[config.mk]
export PLATFORM = sky130hd
export DESIGN_NAME = id_stage_hazard
export DESIGN_NICKNAME = d
export VERILOG_FILES = /design/src/rtl/id_pkg.sv /design/src/rtl/id_decoder.sv /design/src/rtl/id_stage_hazard.sv
export SDC_FILE = /design/constraint.sdc
export NUM_CORES = 1
export LEC_CHECK = 0
export CELL_PAD_IN_SITES_DETAIL_PLACEMENT = 1
export CELL_PAD_IN_SITES_GLOBAL_PLACEMENT = 1
export CORE_MARGIN = 2
export CORE_UTILIZATION = 32
export CTS_CLUSTER_SIZE = 40
export DETAILED_ROUTE_END_ITERATION = 12
export PLACE_DENSITY_LB_ADDON = 0.1
export SLEW_MARGIN = 20
export SYNTH_ARGS = -nofsm -noshare
export SYNTH_HDL_FRONTEND = slang
export SYNTH_SLANG_ARGS = --single-unit
[constraint.sdc]
create_clock -name clk -period 3.6 [get_ports clk]
set_input_delay 0.72 -clock clk [delete_from_list [all_inputs] [get_ports clk]]
set_output_delay 0.72 -clock clk [all_outputs]
set_load 0.005 [all_outputs]
[src/rtl/id_pkg.sv]
// Shared decode definitions: opcodes, ALU command encodings, branch classes and the control bundle.
package id_pkg;

  localparam int OPC_W = 6;
  localparam int CMD_W = 4;

  localparam logic [OPC_W-1:0] OP_ADD  = 6'd1;
  localparam logic [OPC_W-1:0] OP_ADDI = 6'd32;
  localparam logic [OPC_W-1:0] OP_LD   = 6'd36;
  localparam logic [OPC_W-1:0] OP_ST   = 6'd37;
  localparam logic [OPC_W-1:0] OP_BEZ  = 6'd40;
  localparam logic [OPC_W-1:0] OP_BNE  = 6'd41;
  localparam logic [OPC_W-1:0] OP_JMP  = 6'd42;

  localparam logic [CMD_W-1:0] EXE_NOP = 4'd0;
  localparam logic [CMD_W-1:0] EXE_ADD = 4'd1;

  typedef enum logic [1:0] {
    BR_NONE = 2'd0,
    BR_BEZ  = 2'd1,
    BR_BNE  = 2'd2,
    BR_JMP  = 2'd3
  } br_class_e;

  typedef struct packed {
    logic [CMD_W-1:0] exe_cmd;
    logic             wb_en;
    logic             mem_read_en;
    logic             mem_write_en;
    logic             is_imm;
    logic             uses_rs;
    logic             uses_rt;
    br_class_e        br;
  } dec_t;

  function automatic logic is_branch(input br_class_e b);
    return b != BR_NONE;
  endfunction

endpackage

[src/rtl/id_decoder.sv]
// Opcode to control table, purely combinational; unknown opcodes decode as a NOP with nothing enabled.
module id_decoder
  import id_pkg::*;
(
  input  logic [OPC_W-1:0] opcode,
  output dec_t             ctrl
);

  always_comb begin
    ctrl = '0;
    case (opcode)
      OP_ADD: begin
        ctrl.exe_cmd = EXE_ADD;
        ctrl.wb_en   = 1'b1;
        ctrl.uses_rs = 1'b1;
        ctrl.uses_rt = 1'b1;
      end
      OP_ADDI: begin
        ctrl.exe_cmd = EXE_ADD;
        ctrl.wb_en   = 1'b1;
        ctrl.is_imm  = 1'b1;
        ctrl.uses_rs = 1'b1;
      end
      OP_LD: begin
        ctrl.exe_cmd     = EXE_ADD;
        ctrl.wb_en       = 1'b1;
        ctrl.mem_read_en = 1'b1;
        ctrl.is_imm      = 1'b1;
        ctrl.uses_rs     = 1'b1;
      end
      OP_ST: begin
        ctrl.exe_cmd      = EXE_ADD;
        ctrl.mem_write_en = 1'b1;
        ctrl.is_imm       = 1'b1;
        ctrl.uses_rs      = 1'b1;
        ctrl.uses_rt      = 1'b1;
      end
      // Branch offsets live in the immediate field; target arithmetic happens outside this stage.
      OP_BEZ: begin
        ctrl.is_imm  = 1'b1;
        ctrl.uses_rs = 1'b1;
        ctrl.br      = BR_BEZ;
      end
      OP_BNE: begin
        ctrl.is_imm  = 1'b1;
        ctrl.uses_rs = 1'b1;
        ctrl.uses_rt = 1'b1;
        ctrl.br      = BR_BNE;
      end
      OP_JMP: begin
        ctrl.is_imm = 1'b1;
        ctrl.br     = BR_JMP;
      end
      default: ctrl = '0;
    endcase
  end

endmodule

[src/rtl/id_stage_hazard.sv]
// Decode stage with ID/EXE register, in-ID branch resolution and load/branch bubble sequencing.
// `ID_HAZARD_UNIT_EN enables the internal detection and stall counter; otherwise only hazard_detected_in stalls.
module id_stage_hazard
  import id_pkg::*;
#(
  parameter int WORD_LEN     = 32,
  parameter int REG_ADDR_LEN = 5,
  parameter int EXE_CMD_LEN  = 4
) (
  input  logic                    clk,
  input  logic                    rst,
  input  logic [WORD_LEN-1:0]     instruction,
  input  logic                    instr_valid,
  input  logic [WORD_LEN-1:0]     rs_value,
  input  logic [WORD_LEN-1:0]     rt_value,
  input  logic                    hazard_detected_in,
  input  logic                    freeze,
  output logic [REG_ADDR_LEN-1:0] rs,
  output logic [REG_ADDR_LEN-1:0] rt,
  output logic                    branch_taken,
  output logic                    stall_out,
  output logic                    ex_valid,
  output logic                    ex_wb_en,
  output logic                    ex_mem_read_en,
  output logic                    ex_mem_write_en,
  output logic                    ex_is_imm,
  output logic [EXE_CMD_LEN-1:0]  ex_exe_cmd,
  output logic [WORD_LEN-1:0]     ex_alu_in1,
  output logic [WORD_LEN-1:0]     ex_alu_in2,
  output logic [WORD_LEN-1:0]     ex_st_value,
  output logic [REG_ADDR_LEN-1:0] ex_dest,
  output logic [REG_ADDR_LEN-1:0] ex_rs,
  output logic [REG_ADDR_LEN-1:0] ex_rt
);

  dec_t                    ctrl;
  logic [WORD_LEN-1:0]     imm_ext;
  logic [REG_ADDR_LEN-1:0] dest;
  logic                    br_cond;

  id_decoder u_decoder (
    .opcode (instruction[31:26]),
    .ctrl   (ctrl)
  );

  assign rs      = instruction[25:21];
  assign rt      = instruction[20:16];
  assign imm_ext = {{(WORD_LEN-16){instruction[15]}}, instruction[15:0]};
  assign dest    = ctrl.is_imm ? instruction[20:16] : instruction[15:11];

  always_comb begin
    br_cond = 1'b0;
    case (ctrl.br)
      BR_BEZ:  br_cond = (rs_value == '0);
      BR_BNE:  br_cond = (rs_value != rt_value);
      BR_JMP:  br_cond = 1'b1;
      default: br_cond = 1'b0;
    endcase
  end

`ifdef ID_HAZARD_UNIT_EN
  logic [1:0] stall_cnt;
  logic [1:0] need;
  logic       ex_producer;
  logic       src_match;
  logic       detect;

  // Non-branch consumers get ALU results forwarded in EXE; only loads cost them a bubble.
  always_comb begin
    ex_producer = ex_valid & ex_wb_en & (ex_dest != '0);
    src_match   = (ctrl.uses_rs && (rs == ex_dest)) || (ctrl.uses_rt && (rt == ex_dest));
    need        = 2'd0;
    if (instr_valid && ex_producer && src_match) begin
      if (is_branch(ctrl.br)) need = ex_mem_read_en ? 2'd2 : 2'd1;
      else if (ex_mem_read_en) need = 2'd1;
    end
    detect    = (stall_cnt == 2'd0) && (need != 2'd0);
    stall_out = detect | (stall_cnt > 2'd1) | hazard_detected_in;
  end

  always_ff @(posedge clk) begin
    if (rst) begin
      stall_cnt <= 2'd0;
    end else if (!freeze) begin
      if (stall_cnt != 2'd0) stall_cnt <= stall_cnt - 2'd1;
      else if (detect)       stall_cnt <= need;
    end
  end
`else
  logic unused_uses;
  assign unused_uses = ctrl.uses_rs ^ ctrl.uses_rt;
  assign stall_out   = hazard_detected_in;
`endif

  assign branch_taken = br_cond & instr_valid & ~stall_out & ~freeze;

  always_ff @(posedge clk) begin
    if (rst || (!freeze && stall_out)) begin
      ex_valid        <= 1'b0;
      ex_wb_en        <= 1'b0;
      ex_mem_read_en  <= 1'b0;
      ex_mem_write_en <= 1'b0;
      ex_is_imm       <= 1'b0;
      ex_exe_cmd      <= '0;
      ex_alu_in1      <= '0;
      ex_alu_in2      <= '0;
      ex_st_value     <= '0;
      ex_dest         <= '0;
      ex_rs           <= '0;
      ex_rt           <= '0;
    end else if (!freeze) begin
      ex_valid        <= instr_valid;
      ex_wb_en        <= ctrl.wb_en & instr_valid;
      ex_mem_read_en  <= ctrl.mem_read_en & instr_valid;
      ex_mem_write_en <= ctrl.mem_write_en & instr_valid;
      ex_is_imm       <= ctrl.is_imm;
      ex_exe_cmd      <= EXE_CMD_LEN'(ctrl.exe_cmd);
      ex_alu_in1      <= rs_value;
      ex_alu_in2      <= ctrl.is_imm ? imm_ext : rt_value;
      ex_st_value     <= rt_value;
      ex_dest         <= dest;
      ex_rs           <= rs;
      ex_rt           <= rt;
    end
  end

endmodule

==> results.toml, run 1 <==
[outcome]
status = "complete, no violations"

[timing]
tightestPinTransition_ns = 0.956
worst_clock_skew_ns = 0
fmax_mhz = 317
setup-tns-final_ns = 0
finalCritPeriodShare_pct = 87.6
hold_violations = 0
rsz0062_at_grt = "no"
slew_headroom_pct = 36.3
finalCriticalPeriod_ns = 3.15
slew_violations = 0
report.final.setup_viol = 0

[worst_setup_path]
r2r_cells = 2
endpoint_kind = "output pin"
crit_required_ns = 2.88
arrival_ns = 2.43
worstPathCellList = "clkdlybuf4s50_1 > xor2_1 > nor4_2 > nand4_1 > nor3_1 > nor2_1 > dlymetal6s2s_1"
crit_slowest_cell = "clkdlybuf4s50_1"
max_stage_delay_ns = 0.51
path_delay_family = "simple AND/OR/NAND/NOR gates"
worstSetupPathType = "input pin to output pin"
crit_cells = 7
path_max_fanout = 3
cp_num_buf_inv = 2
cp-start-kind = "input pin"

[place]
portBuffers = 229
hpwlAfterDp_um = 14200
placed_area_um2 = 7410
dpl.cell_count = 932
place.gp.congestion = 0.848

[pwr]
total_power_uw = 3720
swShare_pct = 24.4
p_comb_share_pct = 16.2
p_int_uw = 2810
power.leakage_uw = 0.00333
power.switching_uw = 908
clkPwrFrac_pct = 46.1
pwr-share-seq_pct = 37.7
power.density_nw_per_um2 = 460
ir_drop_uv = 367

[global_routing]
gr-usage-all-layers_pct = 23.4
grt_first_pass_wirelength_um = 28800
grt_max_degree = 70
grt.overflow.total = 0
antenna_found_initial = 0
grt_pass1_vias = 5030

[detailed_routing]
antenna_left = 0
drt-total-wl_um = 19200
wl_per_cell_um = 20.0
drt-initial-drc-count = 199
viasPerCell = 4.94
drcViolationCount = 0
vias = 4760
dr.pass1.iters = 4

[synth]
synth-edff-count = 0
ys_ff_latch = 117
netlist_area_um2 = 4930
yosys.cell_types.count = 34
yosysSeqAreaShare_pct = 47.5
synth.avg_cell_area_um2 = 9.20
synthCells = 536
synthArstFlopShare_pct = 0
yosys_most_used_dff = "dfxtp_1"
ys_warn_count = 0

[floorplan]
placementRows = 45
dieArea_um2 = 16400
io-pin-count = 233
die_h_um = 128
initial_core_util_pct = 32.5
core_um2 = 15100
chipWidth_um = 128

[clock_tree]
cts_tree = "done"
clk_pin_slew_ns = 0.05
htree_levels = 4
numCtsBuffers = 17
cts-root-buf = "clkbuf_16"
clock-sinks = 117
clk_latency_ns = 0.42
clk_path_buf_depth = 2

[layout]
syn_to_final_growth_pct = 64.1
insertedDiodeCount = 0
drive_above_1_share_pct = 9.55
ff_latch_area_um2 = 2340
fin_area_um2 = 8090
stdcell_count = 963
multi_input_area_um2 = 2390
fill_cells = 1691
fin_nets = 864

[hold_path]
hold_class = "register to register"
whs_path_depth = 2

[run]
max-cap-violations = 0
-- worst register-to-register path, cell delays in order (launching register included) --
cell     delay (ns)
dfxtp_1        0.32
o21ai_0        0.22
a31oi_1        0.08
-- repair_timing --
item	in CTS	in global routing
hold buffers	0	0
resized for setup	4	13
pin swaps	1	4
setup buffers	0	0
endpoints found under the hold margin	0	0
setup endpoints to repair	1	1
-- per-stage QoR --
step / util (%) / hold WS, ns / worst slack, ns
4_1_cts: 53.0 / 0.480 / 0.0346
3_3_place_gp: 48.9 / 0.456 / -0.0598
2_1_floorplan: - / 0.458 / 1.39
6_report: 53.4 / 0.481 / 0.445
3_5_place_dp: 48.9 / 0.472 / -0.181
5_1_grt: 53.4 / 0.500 / 0.274
-- layout make-up --
type | count | area share (%)
tap | 188 | 2.91
clock buffer | 21 | 5.69
multi-input combinational | 371 | 29.6
timing repair buffer | 255 | 31.2
sequential | 117 | 29.0
clock inverter | 10 | 1.61
inverter | 1 | 0.0464
-- cells by family after synthesis --
| kind of cell | after synthesis | share of synthesized area [%] |
|---|---|---|
| xor+xnor | 33 | 5.86 |
| compound gates | 85 | 10.5 |
| buf+inv | 50 | 5.56 |
| simple gates | 174 | 15.1 |
| mux | 76 | 15.4 |
| flops | 117 | 47.5 |
| other cells | 1 | 0.0761 |
-- layout by cell type, fill, tap and decap left out, types with 2 or more instances in the layout --
| cell | instances |
|---|---|
| a31oi_1 | 37 |
| xnor2_1 | 2 |
| nand4_1 | 4 |
| o21ai_0 | 30 |
| mux2i_1 | 76 |
| a21oi_1 | 4 |
| nor4_2 | 6 |
| clkbuf_16 | 17 |
| buf_12 | 2 |
| clkbuf_8 | 2 |
| clkinv_2 | 5 |
| a21oi_2 | 2 |
| nor4_1 | 6 |
| nand2_1 | 60 |
| conb_1 | 3 |
| nor3_1 | 3 |
| dfxtp_1 | 117 |
| bufinv_16 | 3 |
| clkinvlp_4 | 2 |
| buf_4 | 25 |
| o21ai_1 | 7 |
| nor2_1 | 81 |
| xor2_1 | 31 |
| clkdlybuf4s50_1 | 222 |
| clkbuf_1 | 2 |
| nor4_4 | 2 |
| dlymetal6s2s_1 | 5 |
| nand3_1 | 4 |
-- path summary, 6_finish.rpt --
path                                     start                            to  slack [ns]
setup / recovery                  rs_value[26]                  branch_taken        0.45
hold / removal    ex_mem_write_en$_SDFFE_PP0N_  ex_mem_write_en$_SDFFE_PP0N_        0.48
setup reg to reg   ex_alu_in2[25]$_SDFFE_PP0N_   ex_alu_in2[25]$_SDFFE_PP0N_        2.83
hold reg to reg   ex_mem_write_en$_SDFFE_PP0N_  ex_mem_write_en$_SDFFE_PP0N_        0.48
-- sequential cells by signal (all words and copies together) (netlist names) --
name	cells
ex_is_imm	1
ex_dest	5
ex_mem_read_en	1
ex_valid	1
ex_wb_en	1
ex_mem_write_en	1
ex_alu_in1	32
ex_rt	5
ex_rs	5
ex_alu_in2	32
ex_st_value	32
ex_exe_cmd	1
-- layer usage --
layer,track usage [%],up-vias,routed length [µm]
met2,39.2,161,9280
li1,-,2300,-
met4,7.11,0,295
met3,7.89,20,1260
met1,28.4,2279,8370
met5,0,-,0
-- cell usage after synthesis, drive strengths merged, types with 2 or more instances --
cell | number | area, µm²
a21oi | 6 | 37.5
nor4 | 14 | 87.6
nor2 | 81 | 304
dfxtp | 117 | 2340
a31oi | 37 | 231
buf | 30 | 199
nor2b | 2 | 20.0
clkbuf | 19 | 71.3
nand4 | 4 | 25.0
xnor2 | 2 | 17.5
nor3 | 4 | 20.0
xor2 | 31 | 272
o21ai | 37 | 185
mux2i | 76 | 761
nand2 | 61 | 231
nand3 | 4 | 20.0
-- power by group through the flow --
stage | Combinational [µW] | Sequential (µW) | Clock [µW]
after floorplan | 215 | 1430 | 0
after global placement | 585 | 1420 | 0
after detailed placement | 593 | 1430 | 0
after CTS | 601 | 1400 | 1750
after global routing | 647 | 1410 | 1800
final | 601 | 1400 | 1710
(Power assumes the default switching activity.)
==> inputs of run 2 (changes only) <==
Settings changed: ABC_AREA from default to 1, CORE_MARGIN 2 to default, CORE_UTILIZATION 32 to 31.
==> results.toml, run 2 <==
[layout]
ff_latch_area_um2 = 2340
layout_common_cells = "252 x nand2_1, 228 x clkdlybuf4s50_1, 117 x dfxtp_1"
multi_input_area_um2 = 2450
final_common_cell = "nand2_1"
syn_to_final_growth_pct = 57.3
fill_cells = 2005
fin_area_um2 = 8250
fin_util_pct = 49.9
reg.largest.list = "ex_alu_in1 (32), ex_alu_in2 (32), ex_st_value (32)"
fin_nets = 1042
drive_above_1_share_pct = 8.70
insertedDiodeCount = 0

[detailed_routing]
dr.pass1.iters = 4
viasPerCell = 4.60
wl_per_cell_um = 16.3
drcViolationCount = 0
drt-total-wl_um = 19100
drt-initial-drc-count = 197
antenna_left = 0
vias = 5403

[floorplan]
io-pin-count = 233
dieArea_um2 = 17400
die_h_um = 132
core_um2 = 16500
initial_core_util_pct = 31.7
chipWidth_um = 132
placementRows = 47

[worst_setup_path]
cp-start-kind = "input pin"
regToRegSetupSlack_ns = 2.90
path_max_fanout = 3
path_delay_family = "buffers and inverters"
cp_common_cell = "clkdlybuf4s50_1"
cp_num_buf_inv = 2
arrival_ns = 2.79
worstPathCellList = "clkdlybuf4s50_1 > nor2_2 > nand3_1 > or2_2 > nor2_1 > a21boi_0 > a21oi_1 > clkdlybuf4s50_1"
worstSetupPathType = "input pin to output pin"
crit_cells = 8
r2r_cells = 2
max_stage_delay_ns = 0.53
crit_slowest_cell = "clkdlybuf4s50_1"
crit_required_ns = 2.88
endpoint_kind = "output pin"

[synth]
synth.avg_cell_area_um2 = 7.11
yosysMostFrequentCell = "nand2_1"
synthArstFlopShare_pct = 0
synth_top_area_share_pct = 44.7
yosysSeqAreaShare_pct = 44.7
synth-edff-count = 0
netlist_area_um2 = 5240
ys_warn_count = 0
yosys.cell_types.count = 31
synthTopCellsByArea = "dfxtp_1 45%, nand2_1 18%, a21oi_1 8.1%"
yosys.area.top_type = "dfxtp_1"
yosys_most_used_dff = "dfxtp_1"
ys_ff_latch = 117
synthCells = 737
synth_common_cells = "252 x nand2_1, 117 x dfxtp_1, 85 x a21oi_1"

[global_routing]
grt_pass1_vias = 5711
grt_max_degree = 72
antenna_found_initial = 0
grt.overflow.total = 0
gr-usage-all-layers_pct = 22.7
grt_first_pass_wirelength_um = 30700

[pwr]
total_power_uw = 3850
power.leakage_uw = 0.00331
power.density_nw_per_um2 = 466
power.switching_uw = 906
clkPwrFrac_pct = 48.8
pwr-share-seq_pct = 36.3
ir_drop_uv = 331
swShare_pct = 23.5
p_int_uw = 2940
p_comb_share_pct = 14.9

[clock_tree]
clk_path_buf_depth = 2
htree_levels = 4
cts_tree = "done"
numCtsBuffers = 17
clk_pin_slew_ns = 0.05
clock-sinks = 117
clk_latency_ns = 0.41
postCtsSetupRepairBufs = 0
cts-root-buf = "clkbuf_16"

[hold_path]
whs_path_depth = 2
hold_class = "register to register"

[timing]
fmax_mhz = 285
finalCritPeriodShare_pct = 97.6
slew_headroom_pct = 42.7
rsz0062_at_grt = "no"
tightestPinTransition_ns = 0.860
report.final.setup_viol = 0
finalCriticalPeriod_ns = 3.51
worst_clock_skew_ns = 0
setup_ws_ns = 0.0868
slew_violations = 0
hold_violations = 0
setup-tns-final_ns = 0

[place]
placed_area_um2 = 7590
pre_cts_ws_ns = 0.0654
portBuffers = 229
hpwlAfterDp_um = 14000
place.gp.congestion = 0.854

[run]
max-cap-violations = 0

[outcome]
status = "complete, no violations"
## run 2: changes by cell type in the layout (fill, tap and decap cells not counted), sizes merged, moves of 3 or more
cell,previous run,this run
nand2,61,264
a21oi,6,94
mux2i,76,0
inv,1,50
xor2,31,0
o21ai,37,15
a31oi,37,18
buf,27,8
xnor2,2,21
nor4,14,0
nand3,4,15
clkdlybuf4s50,222,228
dlymetal6s2s,5,0
nand4,4,1
## run 2: cell families after synthesis
group	share of synthesized area, %
AO/OA/AOI/OAI	14.3
buffers and inverters	9.07
XOR/XNOR	3.51
flip-flops	44.7
other	0.0715
AND/OR/NAND/NOR	28.4
## run 2: worst reg2reg max path: cells and delay by family, from the launching register on
kind	cells	cell delay (ns)
AOI/OAI and AO/OA	1	0.19
DFF	1	0.36
and+or+nand+nor	1	0.07
## run 2: repair_timing
action,CTS,global route
endpoints found under the setup margin,0,1
hold buffers,0,0
resized for setup,0,1
## run 2: cell type report
class / instances / area share (%)
clock buffer: 23 / 5.80
clock inverter: 9 / 2.09
inverter: 50 / 2.31
multi-input combinational: 519 / 29.7
sequential: 117 / 28.4
tap: 220 / 3.34
timing repair buffer: 236 / 28.4
## run 2: power by group through the flow
stage / registers [µW] / clock network, µW / logic [µW]
final: 1390 / 1880 / 573
after global routing: 1400 / 1980 / 630
after CTS: 1390 / 1920 / 583
after detailed placement: 1420 / 0 / 578
after global placement: 1420 / 0 / 565
after floorplan: 1420 / 0 / 238
## run 2: path summary, 6_finish.rpt
kind                                                     to                        start
worst max-delay path                           branch_taken                  rs_value[3]
worst min-delay path             ex_alu_in1[7]$_SDFFE_PP0N_   ex_alu_in1[7]$_SDFFE_PP0N_
worst max register to register  ex_alu_in2[27]$_SDFFE_PP0N_  ex_alu_in2[27]$_SDFFE_PP0N_
worst min register to register   ex_alu_in1[7]$_SDFFE_PP0N_   ex_alu_in1[7]$_SDFFE_PP0N_
## run 2: stage by stage
step | instances | hold WS [ns]
global route | 1174 | 0.485
global placement | 1142 | 0.450
floorplan | 739 | 0.453
detailed placement | 1142 | 0.455
finish | 1174 | 0.462
CTS | 1174 | 0.464
## run 2: per-layer routing
metal,global-route usage (%),vias to the layer above,share of wire [%]
met5,0,-,0
met4,7.04,0,1.6
met3,5.88,21,5.9
met2,40.4,146,50
met1,26.6,2526,42
li1,-,2710,-
==> inputs of run 3 (changes only) <==
Settings changed: CORE_UTILIZATION 31 to 32, CTS_BUF_LIST from default to sky130_fd_sc_hd__clkbuf_4 sky130_fd_sc_hd__clkbuf_8.
==> results.toml, run 3 (synthesis results as in run 2) <==
[place]
place.gp.congestion = 0.769
pre_cts_ws_ns = 0.0576
dpl.cell_count = 1139
portBuffers = 229
placed_area_um2 = 7600
hpwlAfterDp_um = 13900

[worst_setup_path]
crit_required_ns = 2.88
crit_slowest_cell = "clkdlybuf4s50_1"
max_stage_delay_ns = 0.48
cp-start-kind = "input pin"
r2r_end = "ex_alu_in1[21]$_SDFFE_PP0N_"
worstSetupPathType = "input pin to output pin"
regToRegSetupSlack_ns = 2.89
cp_num_buf_inv = 3
arrival_ns = 2.37
endpoint_kind = "output pin"
worstPathCellList = "clkdlybuf4s50_1 > nor2_2 > buf_4 > nand3_1 > or2_2 > nor2_1 > a21boi_0 > a21oi_1 > dlymetal6s2s_1"
r2r_cells = 2
path_delay_family = "buffers and inverters"
reg2reg_from = "ex_alu_in1[21]$_SDFFE_PP0N_"
path_max_fanout = 3

[global_routing]
grt_pass1_vias = 5580
grt_first_pass_wirelength_um = 28700
grt_max_degree = 81
gr-usage-all-layers_pct = 22.4
grt.overflow.total = 0
antenna_found_initial = 0

[pwr]
total_power_uw = 3320
power.switching_uw = 851
power.leakage_uw = 0.00324
ir_drop_uv = 234
p_int_uw = 2470
clkPwrFrac_pct = 40.8
power.density_nw_per_um2 = 413
pwr-share-seq_pct = 41.9
swShare_pct = 25.7
p_comb_share_pct = 17.3

[floorplan]
initial_core_util_pct = 32.9
die_h_um = 130
core_um2 = 15900
placementRows = 46
chipWidth_um = 130
io-pin-count = 233
dieArea_um2 = 16900

[detailed_routing]
drt-initial-drc-count = 167
viasPerCell = 4.69
drcViolationCount = 0
vias = 5486
dr.pass1.iters = 4
antenna_left = 0
wl_per_cell_um = 16.3
drt-total-wl_um = 19000

[layout]
fill_cells = 1968
fin_nets = 1043
ff_latch_area_um2 = 2340
drive_above_1_share_pct = 9.12
multi_input_area_um2 = 2450
stdcell_count = 1170
fin_area_um2 = 8040
insertedDiodeCount = 0
reg.largest.list = "ex_alu_in1 (32), ex_alu_in2 (32), ex_st_value (32)"
syn_to_final_growth_pct = 53.3
layout_common_cells = "252 x nand2_1, 227 x clkdlybuf4s50_1, 117 x dfxtp_1"
final_common_cell = "nand2_1"

[timing]
hold_violations = 0
slew_violations = 0
report.final.setup_viol = 0
finalCritPeriodShare_pct = 85.9
setup_ws_ns = 0.507
fmax_mhz = 323
worst_clock_skew_ns = 0
tightestPinTransition_ns = 0.841
slew_headroom_pct = 43.9
finalCriticalPeriod_ns = 3.09
rsz0062_at_grt = "no"
setup-tns-final_ns = 0

[clock_tree]
htree_levels = 4
postCtsSetupRepairBufs = 0
cts_resized = 0
cts-hold-fix-buffers = 0
clock-sinks = 117
clk_path_buf_depth = 2
numCtsBuffers = 17
clk_latency_ns = 0.43
clk_pin_slew_ns = 0.07
cts-root-buf = "clkbuf_8"
cts_tree = "done"

[outcome]
status = "complete, no violations"

[hold_path]
min_to = "ex_alu_in2[5]$_SDFFE_PP0N_"
whs_path_depth = 2
hp-start = "ex_alu_in2[5]$_SDFFE_PP0N_"
hold_class = "register to register"

[run]
max-cap-violations = 0
[run 3: worst max-delay path by stage]
stage | from | endpoint | slack (ns) | cells after the start
floorplan | instruction[31] | branch_taken | 1.32 | 7
global placement | rs_value[1] | branch_taken | 0.12 | 9
detailed placement | rs_value[1] | branch_taken | 0.06 | 9
CTS | rs_value[1] | branch_taken | 0.05 | 9
global route | rs_value[1] | branch_taken | 0.36 | 9
finish | rs_value[1] | branch_taken | 0.51 | 9
[run 3: power groups by stage]
stage / Sequential [µW] / Clock, µW / Combinational, µW
after floorplan: 1420 / 0 / 238
final: 1390 / 1350 / 575
after global placement: 1420 / 0 / 562
after global routing: 1400 / 1450 / 629
after CTS: 1390 / 1380 / 582
after detailed placement: 1420 / 0 / 578
[run 3: layer usage]
layer  wire (µm)  vias up  global-route usage, %  share of wire (%)
met4         260        0                   7.46                1.4
met2        9670      164                   41.2                 51
met3        1330       22                   7.09                7.0
met1        7750     2593                   24.1                 41
met5           0        -                      0                  0
li1            -     2707                      -                  -
[run 3: layout make-up]
type,instances,share of cell area [%]
Tap cell,216,3.36
Timing Repair Buffer,237,29.3
Clock buffer,22,3.53
Sequential cell,117,29.1
Inverter,50,2.37
Multi-Input combinational cell,519,30.5
Clock inverter,9,1.88
[run 3: tightest hold or removal path, stage by stage, from the launching register on]
cell and delay [ns]:
dfxtp_1 0.31, nand2_1 0.06, a21oi_1 0.05
[run 3: per-stage QoR]
stage / hold slack (ns) / utilization, %
after detailed placement: 0.455 / 47.6
after CTS: 0.467 / 50.4
final: 0.463 / 50.4
after global placement: 0.451 / 47.6
after global routing: 0.481 / 50.4
after floorplan: 0.453 / -
